[src/rtl/pdm_mic_capture_if.sv]
// iomem bus bundle between the SoC address decoder and pdm_mic_capture.
// Handshake: the master raises iomem_valid with addr/wstrb/wdata stable and holds it
// until it sees iomem_ready, a one-cycle pulse during which iomem_rdata is valid; the
// master then drops iomem_valid for at least one cycle before the next request.
interface pdm_mic_capture_if;
    logic        iomem_valid;
    logic        iomem_ready;
    logic [3:0]  iomem_wstrb;
    logic [31:0] iomem_addr;
    logic [31:0] iomem_wdata;
    logic [31:0] iomem_rdata;

    modport master (
        output iomem_valid, iomem_wstrb, iomem_addr, iomem_wdata,
        input  iomem_ready, iomem_rdata
    );

    modport slave (
        input  iomem_valid, iomem_wstrb, iomem_addr, iomem_wdata,
        output iomem_ready, iomem_rdata
    );
endinterface

[src/rtl/pdm_mic_capture.sv]
// PDM microphone receiver: bit-clock divider, boxcar ones-count decimator, sample FIFO on iomem.
// Optional PDM_CAPTURE_IRQ_EN builds a registered half-full/overflow interrupt; otherwise irq is 0.
module pdm_mic_capture #(
    parameter int CLK_DIV_HALF = 6,
    parameter int DEC_LOG2     = 5,
    parameter int FIFO_LOG2    = 3
) (
    input  logic             clk,
    input  logic             reset,
    pdm_mic_capture_if.slave bus,
    output logic             pdm_clk,
    input  logic             pdm_data,
    output logic             irq
);
    localparam int W     = DEC_LOG2 + 1;
    localparam int LW    = FIFO_LOG2 + 1;
    localparam int DEPTH = 1 << FIFO_LOG2;
    localparam int DIV_W = (CLK_DIV_HALF > 1) ? $clog2(CLK_DIV_HALF) : 1;

    localparam logic [DIV_W-1:0] DIV_MAX  = DIV_W'(CLK_DIV_HALF - 1);
    localparam logic [W-1:0]     HALF_WIN = W'(1 << (DEC_LOG2 - 1));
    localparam logic [LW-1:0]    LVL_FULL = LW'(DEPTH);

    logic                ack_done;
    logic                fire;
    logic                is_write;
    logic                rd_pop;
    logic                ctrl_wr;
    logic                clear;
    logic [1:0]          reg_sel;
    logic                enable;
    logic                overflow;
    logic                sync1;
    logic                sync2;
    logic [DIV_W-1:0]    div_cnt;
    logic                cap;
    logic                win_last;
    logic [DEC_LOG2-1:0] bit_cnt;
    logic [W-1:0]        ones;
    logic [W-1:0]        win_total;
    logic                push_pend;
    logic [W-1:0]        push_sample;
    logic [W-1:0]        mem [DEPTH];
    logic [FIFO_LOG2-1:0] wr_ptr;
    logic [FIFO_LOG2-1:0] rd_ptr;
    logic [LW-1:0]       level;
    logic                fifo_full;
    logic                fifo_empty;
    logic                do_push;
    logic [W-1:0]        head;
    logic [31:0]         status;
    logic [31:0]         rd_val;
    logic                unused_bits;

    assign unused_bits = &{1'b0, bus.iomem_addr[31:4], bus.iomem_addr[1:0], bus.iomem_wdata[31:2]};

    // A request is taken once per valid assertion; ack_done blocks re-acceptance until valid drops.
    assign reg_sel  = bus.iomem_addr[3:2];
    assign is_write = |bus.iomem_wstrb;
    assign fire     = bus.iomem_valid && !bus.iomem_ready && !ack_done;
    assign rd_pop   = fire && !is_write && (reg_sel == 2'd1) && !fifo_empty;
    assign ctrl_wr  = fire && (reg_sel == 2'd2) && bus.iomem_wstrb[0];
    assign clear    = ctrl_wr && bus.iomem_wdata[1];

    assign head = mem[rd_ptr];

    always_comb begin
        status              = '0;
        status[FIFO_LOG2:0] = level;
        status[8]           = overflow;
        status[9]           = enable;
        rd_val              = '0;
        case (reg_sel)
            2'd0:    rd_val = status;
            2'd1:    if (!fifo_empty) rd_val = {1'b1, 15'd0, {(16 - W){head[W-1]}}, head};
            2'd2:    rd_val = {31'd0, enable};
            default: rd_val = '0;
        endcase
    end

    always_ff @(posedge clk) begin
        if (reset) begin
            bus.iomem_ready <= 1'b0;
            bus.iomem_rdata <= '0;
            ack_done        <= 1'b0;
        end else begin
            bus.iomem_ready <= fire;
            bus.iomem_rdata <= (fire && !is_write) ? rd_val : '0;
            if (fire)
                ack_done <= 1'b1;
            else if (!bus.iomem_valid)
                ack_done <= 1'b0;
        end
    end

    always_ff @(posedge clk) begin
        if (reset)
            enable <= 1'b0;
        else if (ctrl_wr)
            enable <= bus.iomem_wdata[0];
    end

    always_ff @(posedge clk) begin
        if (reset) begin
            sync1 <= 1'b0;
            sync2 <= 1'b0;
        end else begin
            sync1 <= pdm_data;
            sync2 <= sync1;
        end
    end

    // The bit is captured on the same cycle the divider drives pdm_clk from 1 to 0.
    assign cap       = enable && (div_cnt == DIV_MAX) && pdm_clk;
    assign win_last  = &bit_cnt;
    assign win_total = ones + W'(sync2);

    always_ff @(posedge clk) begin
        if (reset || !enable) begin
            div_cnt <= '0;
            pdm_clk <= 1'b0;
            bit_cnt <= '0;
            ones    <= '0;
        end else begin
            if (div_cnt == DIV_MAX) begin
                div_cnt <= '0;
                pdm_clk <= !pdm_clk;
            end else begin
                div_cnt <= div_cnt + 1'b1;
            end
            if (clear || (cap && win_last)) begin
                bit_cnt <= '0;
                ones    <= '0;
            end else if (cap) begin
                bit_cnt <= bit_cnt + 1'b1;
                ones    <= win_total;
            end
        end
    end

    always_ff @(posedge clk) begin
        if (reset) begin
            push_pend   <= 1'b0;
            push_sample <= '0;
        end else begin
            push_pend <= cap && win_last && !clear;
            if (cap && win_last)
                push_sample <= win_total - HALF_WIN;
        end
    end

    // A full FIFO still accepts a push when a pop frees the head slot in the same cycle.
    assign fifo_full  = (level == LVL_FULL);
    assign fifo_empty = (level == '0);
    assign do_push    = push_pend && !clear && (!fifo_full || rd_pop);

    always_ff @(posedge clk) begin
        if (do_push)
            mem[wr_ptr] <= push_sample;
    end

    always_ff @(posedge clk) begin
        if (reset || clear) begin
            wr_ptr   <= '0;
            rd_ptr   <= '0;
            level    <= '0;
            overflow <= 1'b0;
        end else begin
            if (do_push)
                wr_ptr <= wr_ptr + 1'b1;
            if (rd_pop)
                rd_ptr <= rd_ptr + 1'b1;
            if (do_push && !rd_pop)
                level <= level + 1'b1;
            else if (rd_pop && !do_push)
                level <= level - 1'b1;
            if (push_pend && fifo_full && !rd_pop)
                overflow <= 1'b1;
        end
    end

`ifdef PDM_CAPTURE_IRQ_EN
    localparam logic [LW-1:0] LVL_HALF = LW'(DEPTH / 2);

    always_ff @(posedge clk) begin
        if (reset)
            irq <= 1'b0;
        else
            irq <= enable && ((level >= LVL_HALF) || overflow);
    end
`else
    assign irq = 1'b0;
`endif
endmodule

[src/flat_wrapper.sv]
// flat-port wrapper written by rule: the top's interface ports become plain ports
module pdm_mic_capture_flat 
#(
    parameter int CLK_DIV_HALF = 6,
    parameter int DEC_LOG2     = 5,
    parameter int FIFO_LOG2    = 3
)
  (clk, reset, pdm_clk, pdm_data, irq, bus_iomem_valid, bus_iomem_wstrb, bus_iomem_addr, bus_iomem_wdata, bus_iomem_ready, bus_iomem_rdata);
  pdm_mic_capture_if bus_i ();
  input  logic clk;
  input  logic reset;
  output logic pdm_clk;
  input  logic pdm_data;
  output logic irq;
  input wire logic [$bits(bus_i.iomem_valid)-1:0] bus_iomem_valid;
  input wire logic [$bits(bus_i.iomem_wstrb)-1:0] bus_iomem_wstrb;
  input wire logic [$bits(bus_i.iomem_addr)-1:0] bus_iomem_addr;
  input wire logic [$bits(bus_i.iomem_wdata)-1:0] bus_iomem_wdata;
  output wire logic [$bits(bus_i.iomem_ready)-1:0] bus_iomem_ready;
  output wire logic [$bits(bus_i.iomem_rdata)-1:0] bus_iomem_rdata;
  assign bus_i.iomem_valid = bus_iomem_valid;
  assign bus_i.iomem_wstrb = bus_iomem_wstrb;
  assign bus_i.iomem_addr = bus_iomem_addr;
  assign bus_i.iomem_wdata = bus_iomem_wdata;
  assign bus_iomem_ready = bus_i.iomem_ready;
  assign bus_iomem_rdata = bus_i.iomem_rdata;
  pdm_mic_capture #(.CLK_DIV_HALF(CLK_DIV_HALF), .DEC_LOG2(DEC_LOG2), .FIFO_LOG2(FIFO_LOG2)) u_core (.clk(clk), .reset(reset), .bus(bus_i), .pdm_clk(pdm_clk), .pdm_data(pdm_data), .irq(irq));
endmodule
[config.mk]
export PLATFORM = sky130hd
export DESIGN_NAME = pdm_mic_capture_flat
export DESIGN_NICKNAME = d
export VERILOG_FILES = /design/src/rtl/pdm_mic_capture_if.sv /design/src/rtl/pdm_mic_capture.sv /design/src/flat_wrapper.sv
export SDC_FILE = /design/constraint.sdc
export NUM_CORES = 1
export LEC_CHECK = 0
export CAP_MARGIN = 20
export CORE_MARGIN = 2
export CORE_UTILIZATION = 40
export DETAILED_ROUTE_END_ITERATION = 7
export GPL_ROUTABILITY_DRIVEN = 0
export HOLD_SLACK_MARGIN = 0.1
export PLACE_DENSITY = 0.68
export SYNTH_ARGS = -nofsm -noshare
export SYNTH_HDL_FRONTEND = slang
export SYNTH_SLANG_ARGS = --single-unit
[constraint.sdc]
create_clock -name clk -period 2.4 [get_ports clk]
set_input_delay 0.36 -clock clk [delete_from_list [all_inputs] [get_ports clk]]
set_output_delay 0.36 -clock clk [all_outputs]
set_load 0.01 [all_outputs]
==> results.txt, run 1 <==
crit path capture type - flip-flop
Final nets - 473
max-slew violations - 0
DR WL/cell - 14.4 um
P per Cell Area - 553 nW/um2
# rows - 37
clock skew - 0.0150 ns
reg-to-reg slack, setup - -0.04 ns
final-layout fill cell count - 891
Overflow after GRT - 0
# setup viols final - 1
CP Launch Point - u_core.level[1]
period utilization - 1.02
max-slew headroom at the worst pin - 0.628
via/cell ratio - 4.99
Max Root-Sink Buffers - 2
drt first-iter violations - 148
Post-Syn Area - 4250 um2
Crit path required time - 2.69 ns
antenna-violating nets left - 0
min-delay src - u_core.sync1
CP Max Fanout - 4
initial core utilization - 0.411
RSZ-0062 raised after global routing - true
IO Pins - 107
status - finished, violations left
Startpoint Class - flip-flop
largest net degree at the start of global routing - 16
Synth Flop Type - dfxtp_1
initial antenna violation count - 0
YS warnings - 0
EDFF count, synth - 48
DPL Wire Length - 5580 um
flops & latches, synth - 98
final wirelength - 7650 um
Max-Cap Viols - 0
Pre-antenna DRT Iters - 7
total clock buffers created by CTS - 9
TritonCTS clock tree - done
Reg2Reg Depth - 11
Seq/Total Area, Yosys - 0.575
Least-Margin Pin Slew - 0.557 ns
fraction of layout cells with a size suffix above 1 - 0.190
via count - 2644
number of distinct library cells after synthesis - 54
TritonCTS sink count - 98
final setup margin - -0.0366 ns
pre-CTS setup slack - -0.432 ns
final hold viol count - 0
die area - 11500 um2
ant diodes - 0
number of global-route vias before repair - 2549
Area after DPL - 4810 um2
failing checks - setup timing
fin util - 0.487
worst min path class - reg2reg
Reg2Reg Capture Point - u_core.level[3]
power consumption - 0.00278 W
Die Wd - 107 um
CP Capture Point - u_core.level[3]
Avg Inst Size Synth - 12.7 um2
CP arrival - 2.73 ns
I/O Buffers - 30
CTS H-tree lvls - 3
clock latency on the worst-skew pair - 0.36 ns
overall routing resource usage - 0.145
Layout area overhead - 18.5%
Syn Inst Count - 334
root buffer cell - clkbuf_8
clk slew on worst S/H paths - 0.09 ns
# DRC - 0
Async SR Flop Fraction - 0
core area - 10300 um2
global-route wire length before repair - 12600 um
Crit Path Category - reg2reg
Tmin final - 2.44 ns
cell area after layout - 5030 um2
Max Clk Rate - 0.410 GHz
reg2reg start - u_core.level[1]
Peak VDD IR - 0.275 mV
leakage - 1.82 nW
die height - 107 um
logic make-up (layout without fill, tap and decap cells):
| logic type | count (synthesis) | in the layout | synth area share |
|---|---|---|---|
| adder cells (fa/ha/maj) | 12 | 12 | 0.0371 |
| multiplexers | 23 | 23 | 0.0996 |
| AND/OR/NAND/NOR | 104 | 104 | 0.136 |
| buffers and inverters | 44 | 89 | 0.0628 |
| AO/OA/AOI/OAI | 38 | 38 | 0.0595 |
| XOR/XNOR | 14 | 14 | 0.0289 |
| flip-flops | 98 | 98 | 0.575 |
| other | 1 | 16 | 0.000883 |
layout make-up:
class	instances	area (um2)	share of cell area
clock buffer	14	164	0.0326
clock inverter	2	11.3	0.00224
inverter	10	40.0	0.00796
multi-input combinational	207	1650	0.328
sequential	98	2450	0.487
tap	136	170	0.0338
timing repair buffer	63	547	0.109
what timing repair did:
item,in CTS,in global routing
hold endpoints to repair,0,0
buffers inserted,0,4
gates resized for setup,2,4
hold buffers,0,0
endpoints found under the setup margin,1,8
pin swaps,2,7
sequential cells by signal, summed over array words and instances (netlist names), 4 cells and up, named ones only:
| signal | cells |
|---|---|
| u_core.mem | 48 |
| u_core.bus.iomem_rdata | 9 |
| u_core.ones | 6 |
| u_core.push_sample | 6 |
| u_core.bit_cnt | 5 |
| u_core.level | 4 |
Yosys cell counts (3+ instances only):
cell      count  area share
o21ai_0       5      0.0059
nor4b_2       3       0.011
xor2_1        8       0.017
inv_1        10      0.0088
or3_1         3      0.0044
and3_1        3      0.0044
nor2b_1       3      0.0044
buf_4        24       0.042
nor2_1       31       0.027
dfxtp_1      50        0.24
mux4_1       11       0.068
nand3_1       8      0.0094
buf_2         3      0.0035
ha_1         11       0.032
clkbuf_1      4      0.0035
a21o_1        3      0.0053
nor3_1        6      0.0071
a21oi_1      16       0.019
mux2i_1      10       0.024
xnor2_1       6       0.012
edfxtp_1     48        0.34
nand4_1       4      0.0059
nand2_1      26       0.023
worst max-delay path, cell delays in order, from the launching register on:
cell and delay (ns):
dfxtp_4 0.35, or3_4 0.40, a311o_2 0.40, nand2_4 0.07, inv_2 0.04, ha_4 0.16
inv_4 0.07, ha_4 0.19, a21o_1 0.16, a21oi_2 0.13, mux2i_1 0.22, mux2i_1 0.19
how the worst min path moves through the flow:
stage                   endpoint  cells after the start
global placement    u_core.sync2                      1
CTS                 u_core.sync2                      1
floorplan           u_core.sync2                      1
global route        u_core.sync2                      1
detailed placement  u_core.sync2                      1
finish              u_core.sync2                      1
report_power, final:
group	switching, W	total, W	internal (W)
Sequential	0.00000353	0.00174	0.00174
Clock	0.000511	0.000949	0.000438
Combinational	0.0000474	0.0000892	0.0000419
Total	0.000562	0.00278	0.00222
through the flow:
step / hold WS (ns) / cells / TNS [ns]
after CTS: 0.454 / 526 / -0.0427
final: 0.443 / 530 / -0.0366
after global placement: 0.434 / 510 / -4.12
after detailed placement: 0.433 / 510 / -4.85
after floorplan: 0.414 / 349 / 0
after global routing: 0.467 / 530 / -0.176
placed cells by master, fill, tap and decap left out, types with 3 or more instances in the layout:
cell              n
dfxtp_2           3
nor3_1            5
nand3_1           8
a21o_1            3
and3_1            3
ha_1              9
nor4b_2           3
edfxtp_1         48
clkbuf_8         11
buf_4            33
clkdlybuf4s50_1  29
dfxtp_1          46
mux2i_1          10
conb_1           16
inv_1             8
mux4_1           11
nor2_1           30
a21oi_1          15
nand4_1           4
o21ai_0           5
xnor2_1           6
xor2_1            8
nand2_1          26
nor2b_1           3
per-layer routing:
layer  share of wire  wire [um]  up-vias  GRT usage
met4           0.026        201        0     0.0798
met3           0.036        274       13     0.0219
li1                -          -     1291          -
met5               0          0        -          0
met1            0.46       3550     1274      0.188
met2            0.47       3620       66      0.233
No activity file was read; power rests on OpenSTA's default activity.
==> run 2, diff against run 1 <==
--- a/config.mk
+++ b/config.mk
@@ -6,7 +6,6 @@
 export NUM_CORES = 1
 export LEC_CHECK = 0
 export CAP_MARGIN = 20
-export CORE_MARGIN = 2
 export CORE_UTILIZATION = 40
 export DETAILED_ROUTE_END_ITERATION = 7
 export GPL_ROUTABILITY_DRIVEN = 0
==> run 2 against run 1 <==
Against the previous run: the run still ends with setup timing left; utilization is essentially flat; non-clock buffer count shrank 5; clock skew shrank 0.0013 ns; power grew 6.1%; final area is essentially flat; combinational power shrank 3.5%; final cell count shrank 0.94%; sequential power is essentially flat; critical endpoint unchanged; largest power group unchanged.
==> results.txt, run 2 (synthesis gave the netlist of run 1 again) <==
most common cell after layout, fill and taps aside - edfxtp_1
Hold WS - 0.422 ns
number of flip-flops in the largest register - 48
CTS H-tree lvls - 3
overall routing resource usage - 0.150
antenna-violating nets left - 0
Max Root-Sink Buffers - 2
die area - 11000 um2
FF/Latch Area - 2450 um2
Pre-antenna DRT Iters - 6
RSZ-0062 raised after global routing - true
power consumption - 0.00295 W
worst min path class - in2reg
P per Cell Area - 586 nW/um2
Crit Path Category - reg2reg
final wirelength - 7520 um
largest net degree at the start of global routing - 16
Crit path required time - 2.70 ns
initial core utilization - 0.411
Max Clk Rate - 0.414 GHz
Layout area overhead - 18.5%
global-route wire length before repair - 12700 um
clock skew - 0.0138 ns
ant diodes - 0
Die Wd - 105 um
Reg2Reg Depth - 11
area of the multi-input gates - 1640 um2
TritonCTS sink count - 98
final setup margin - -0.0134 ns
I/O Buffers - 30
leakage - 1.81 nW
failing checks - setup timing
Max-Cap Viols - 0
TritonCTS clock tree - done
die height - 105 um
Post-CTS Setup Bufs - 0
IO Pins - 107
DR WL/cell - 14.3 um
final hold viol count - 0
cell area after layout - 5030 um2
period utilization - 1.01
via count - 2599
clk slew on worst S/H paths - 0.10 ns
total clock buffers created by CTS - 9
worst hold stages - 2
# hold bufs at CTS - 0
root buffer cell - clkbuf_8
number of global-route vias before repair - 2522
status - finished, violations left
final-layout fill cell count - 911
max-slew violations - 0
# setup viols final - 1
Finished Layout Cells - 525
# rows - 37
Overflow after GRT - 0
core area - 10300 um2
Top reg by flops - u_core.mem
clock latency on the worst-skew pair - 0.36 ns
most frequent cells in the layout - 48 x edfxtp_1, 46 x dfxtp_1, 31 x nor2_1
Startpoint Class - flip-flop
placed insts - 509
crit path capture type - flip-flop
# DRC - 0
registers with the most flip-flops - u_core.mem: 48 flops, u_core.bus.iomem_rdata: 9 flops
DPL Wire Length - 5480 um
via/cell ratio - 4.95
CP arrival - 2.71 ns
initial antenna violation count - 0
Peak VDD IR - 0.279 mV
CP Max Fanout - 4
Tmin final - 2.41 ns
Final nets - 468
Area after DPL - 4800 um2
drt first-iter violations - 79
fraction of layout cells with a size suffix above 1 - 0.170
Least-Margin Pin Slew - 0.609 ns
max-slew headroom at the worst pin - 0.593
-- run 2: changes by cell type in the layout (fill, tap and decap cells not counted), sizes merged --
cell	before	now
clkinv	1	0
inv	11	10
clkbuf	14	16
buf	33	28
-- run 2: area by class of cell --
cell class,count,area share
tap,136,0.0338
inverter,10,0.00845
sequential,98,0.487
timing repair buffer,58,0.101
multi-input combinational,207,0.325
clock buffer,16,0.0443
-- run 2: report_power, final --
group	total, W	switching [W]	internal, W	leakage (nW)
Sequential	0.00174	0.00000337	0.00174	0.850
Clock	0.00112	0.000531	0.000591	0.113
Combinational	0.0000861	0.0000462	0.0000399	0.846
Total	0.00295	0.000581	0.00237	1.81
-- run 2: timing repair --
item / in CTS / in global routing
setup endpoints to repair: 7 / 2
gates resized for setup: 2 / 1
pin swaps: 1 / 0
-- run 2: through the flow --
step | TNS [ns] | utilization | worst slack [ns]
after floorplan | 0 | - | 0.0159
after global placement | -4.17 | 0.465 | -0.392
after detailed placement | -5.26 | 0.465 | -0.447
after CTS | -0.0164 | 0.487 | -0.0164
after global routing | -0.200 | 0.487 | -0.119
final | -0.0134 | 0.487 | -0.0134
-- run 2: per-layer routing --
layer  up-vias  global-route usage  wire length, um
li1       1283                   -                -
met1      1255               0.197             3600
met2        51               0.246             3630
met3        10              0.0243              182
met4         0              0.0604              117
met5         -                   0                0
-- run 2: final timing paths --
path	startpoint	endpoint	slack, ns
max	u_core.level[1]	u_core.level[3]	-0.01
min	bus_iomem_valid	u_core.ack_done	0.42
max reg2reg	u_core.level[1]	u_core.level[3]	-0.01
min reg2reg	u_core.sync1	u_core.sync2	0.46
-- run 2: critical path, stage by stage (launching register included) --
cell     delay [ns]
dfxtp_4        0.36
or3_4          0.38
a311o_2        0.36
nand2_4        0.10
inv_4          0.04
ha_4           0.16
inv_4          0.07
ha_4           0.19
a21o_1         0.16
a21oi_2        0.13
mux2i_1        0.22
mux2i_1        0.19
==> run 3, diff against run 2 <==
--- a/config.mk
+++ b/config.mk
@@ -11,6 +11,8 @@
 export GPL_ROUTABILITY_DRIVEN = 0
 export HOLD_SLACK_MARGIN = 0.1
 export PLACE_DENSITY = 0.68
+export SETUP_SLACK_MARGIN = 0.05
+export SLEW_MARGIN = 20
 export SYNTH_ARGS = -nofsm -noshare
 export SYNTH_HDL_FRONTEND = slang
 export SYNTH_SLANG_ARGS = --single-unit
==> run 3 against run 2 <==
Against the previous run: the flow still finishes with violations (setup timing); sequential power about the same; sequential cell count did not move; die area unchanged; clock-buffer cell count shrank 2; utilization grew 0.41 points; via count is 0.92% higher; combinational power increased by 2%; power decreased by 0.98%; hold slack got worse by 0.0016 ns; maximum frequency about the same.
==> results.txt, run 3 (synthesis gave the netlist of run 1 again) <==
clk slew on worst S/H paths - 0.09 ns
core area - 10300 um2
largest net degree at the start of global routing - 16
sw power - 0.000586 W
final-layout fill cell count - 889
die height - 105 um
CTS H-tree lvls - 3
DPL Wire Length - 5520 um
total clock buffers created by CTS - 9
Die Wd - 105 um
initial core utilization - 0.411
worst min path class - in2reg
via count - 2623
fin util - 0.492
TritonCTS sink count - 98
Finished Layout Cells - 529
Final nets - 472
max-slew violations - 0
Pre-antenna DRT Iters - 4
Pint - 0.00233 W
Peak VDD IR - 0.258 mV
overall routing resource usage - 0.147
global-route wire length before repair - 12400 um
Overflow after GRT - 0
via/cell ratio - 4.96
failing checks - setup timing
placed insts - 510
most common cell after layout, fill and taps aside - edfxtp_1
antenna-violating nets left - 0
most frequent cells in the layout - 48 x edfxtp_1, 46 x dfxtp_1, 32 x buf_4
Max Clk Rate - 0.414 GHz
die area - 11000 um2
# hold bufs at CTS - 0
# rows - 37
RSZ-0062 raised after global routing - true
ant diodes - 0
Gate power share - 0.030
clock network power share - 0.374
sequential fraction of design power - 0.596
max-slew headroom at the worst pin - 0.591
drt first-iter violations - 71
Max-Cap Viols - 0
crit path capture type - flip-flop
period utilization - 1.01
Max Root-Sink Buffers - 2
initial antenna violation count - 0
Tmin final - 2.41 ns
pre-CTS setup slack - -0.473 ns
fraction of layout cells with a size suffix above 1 - 0.191
TritonCTS clock tree - done
Crit Path Category - reg2reg
TNS Setup - -0.0132 ns
DR WL/cell - 14.2 um
final setup margin - -0.0132 ns
power consumption - 0.00292 W
clock latency on the worst-skew pair - 0.36 ns
final wirelength - 7520 um
clock skew - 0.0122 ns
Crit path required time - 2.70 ns
CP Max Fanout - 4
status - finished, violations left
IO Pins - 107
number of flip-flops in the largest register - 48
Layout area overhead - 19.5%
# setup viols final - 1
Startpoint Class - flip-flop
I/O Buffers - 30
CP arrival - 2.71 ns
final hold viol count - 0
worst hold stages - 2
# DRC - 0
number of global-route vias before repair - 2553
Least-Margin Pin Slew - 0.612 ns
registers with the most flip-flops - u_core.mem: 48 flops, u_core.bus.iomem_rdata: 9 flops
leakage - 1.87 nW
root buffer cell - clkbuf_8
Reg2Reg Depth - 11
switch share - 0.201
Top reg by flops - u_core.mem
P per Cell Area - 575 nW/um2
run 3: worst max-delay path, stage by stage, from the launching register on:
cell and delay, ns:
dfxtp_4 0.36, or3_4 0.39, a311o_2 0.36, nand2_4 0.09, inv_4 0.03, ha_4 0.15, inv_4 0.07, ha_4 0.19
a21o_1 0.16, a21oi_2 0.13, mux2i_1 0.22, mux2i_1 0.19
run 3: power groups by stage:
stage,clock (W),sequential [W],combinational (W)
4_1_cts,0.00112,0.00174,0.0000872
5_1_grt,0.00117,0.00174,0.0000955
3_3_place_gp,0,0.00178,0.0000851
6_report,0.00109,0.00174,0.0000878
2_1_floorplan,0,0.00178,0.0000569
3_5_place_dp,0,0.00178,0.0000867
run 3: area by class of cell:
cell class | count | area, um2 | share of cell area
Clock inverter | 2 | 12.5 | 0.00247
Inverter | 10 | 42.5 | 0.00838
Multi-Input combinational cell | 207 | 1650 | 0.324
Tap cell | 136 | 170 | 0.0335
Timing Repair Buffer | 62 | 549 | 0.108
Sequential cell | 98 | 2450 | 0.483
Clock buffer | 14 | 204 | 0.0402
run 3: per-layer routing:
layer | part of all wire | wire [um] | vias up | GRT usage
met5 | 0 | 0 | - | 0
met4 | 0.019 | 146 | 0 | 0.0664
met3 | 0.037 | 280 | 12 | 0.0243
met2 | 0.48 | 3590 | 65 | 0.248
met1 | 0.47 | 3500 | 1254 | 0.187
li1 | - | - | 1292 | -
run 3: timing repair:
| item | in CTS | in global routing |
|---|---|---|
| setup endpoints to repair | 1 | 8 |
| cloned | 0 | 0 |
| buffers inserted | 0 | 3 |
| endpoints found under the hold margin | 0 | 0 |
| pin swaps | 1 | 5 |
| gates resized for setup | 2 | 8 |
run 3: path summary, 6_finish.rpt:
kind / slack [ns] / end / start
max: -0.01 / u_core.level[3] / u_core.level[1]
min: 0.42 / u_core.ack_done / bus_iomem_valid
max reg2reg: -0.01 / u_core.level[3] / u_core.level[1]
min reg2reg: 0.45 / u_core.sync2 / u_core.sync1
run 3: metrics by stage:
| step | area, um2 | hold slack, ns |
|---|---|---|
| after global routing | 5070 | 0.442 |
| after detailed placement | 4810 | 0.446 |
| after CTS | 5030 | 0.410 |
| final | 5070 | 0.420 |
| after floorplan | 4350 | 0.414 |
| after global placement | 4810 | 0.433 |
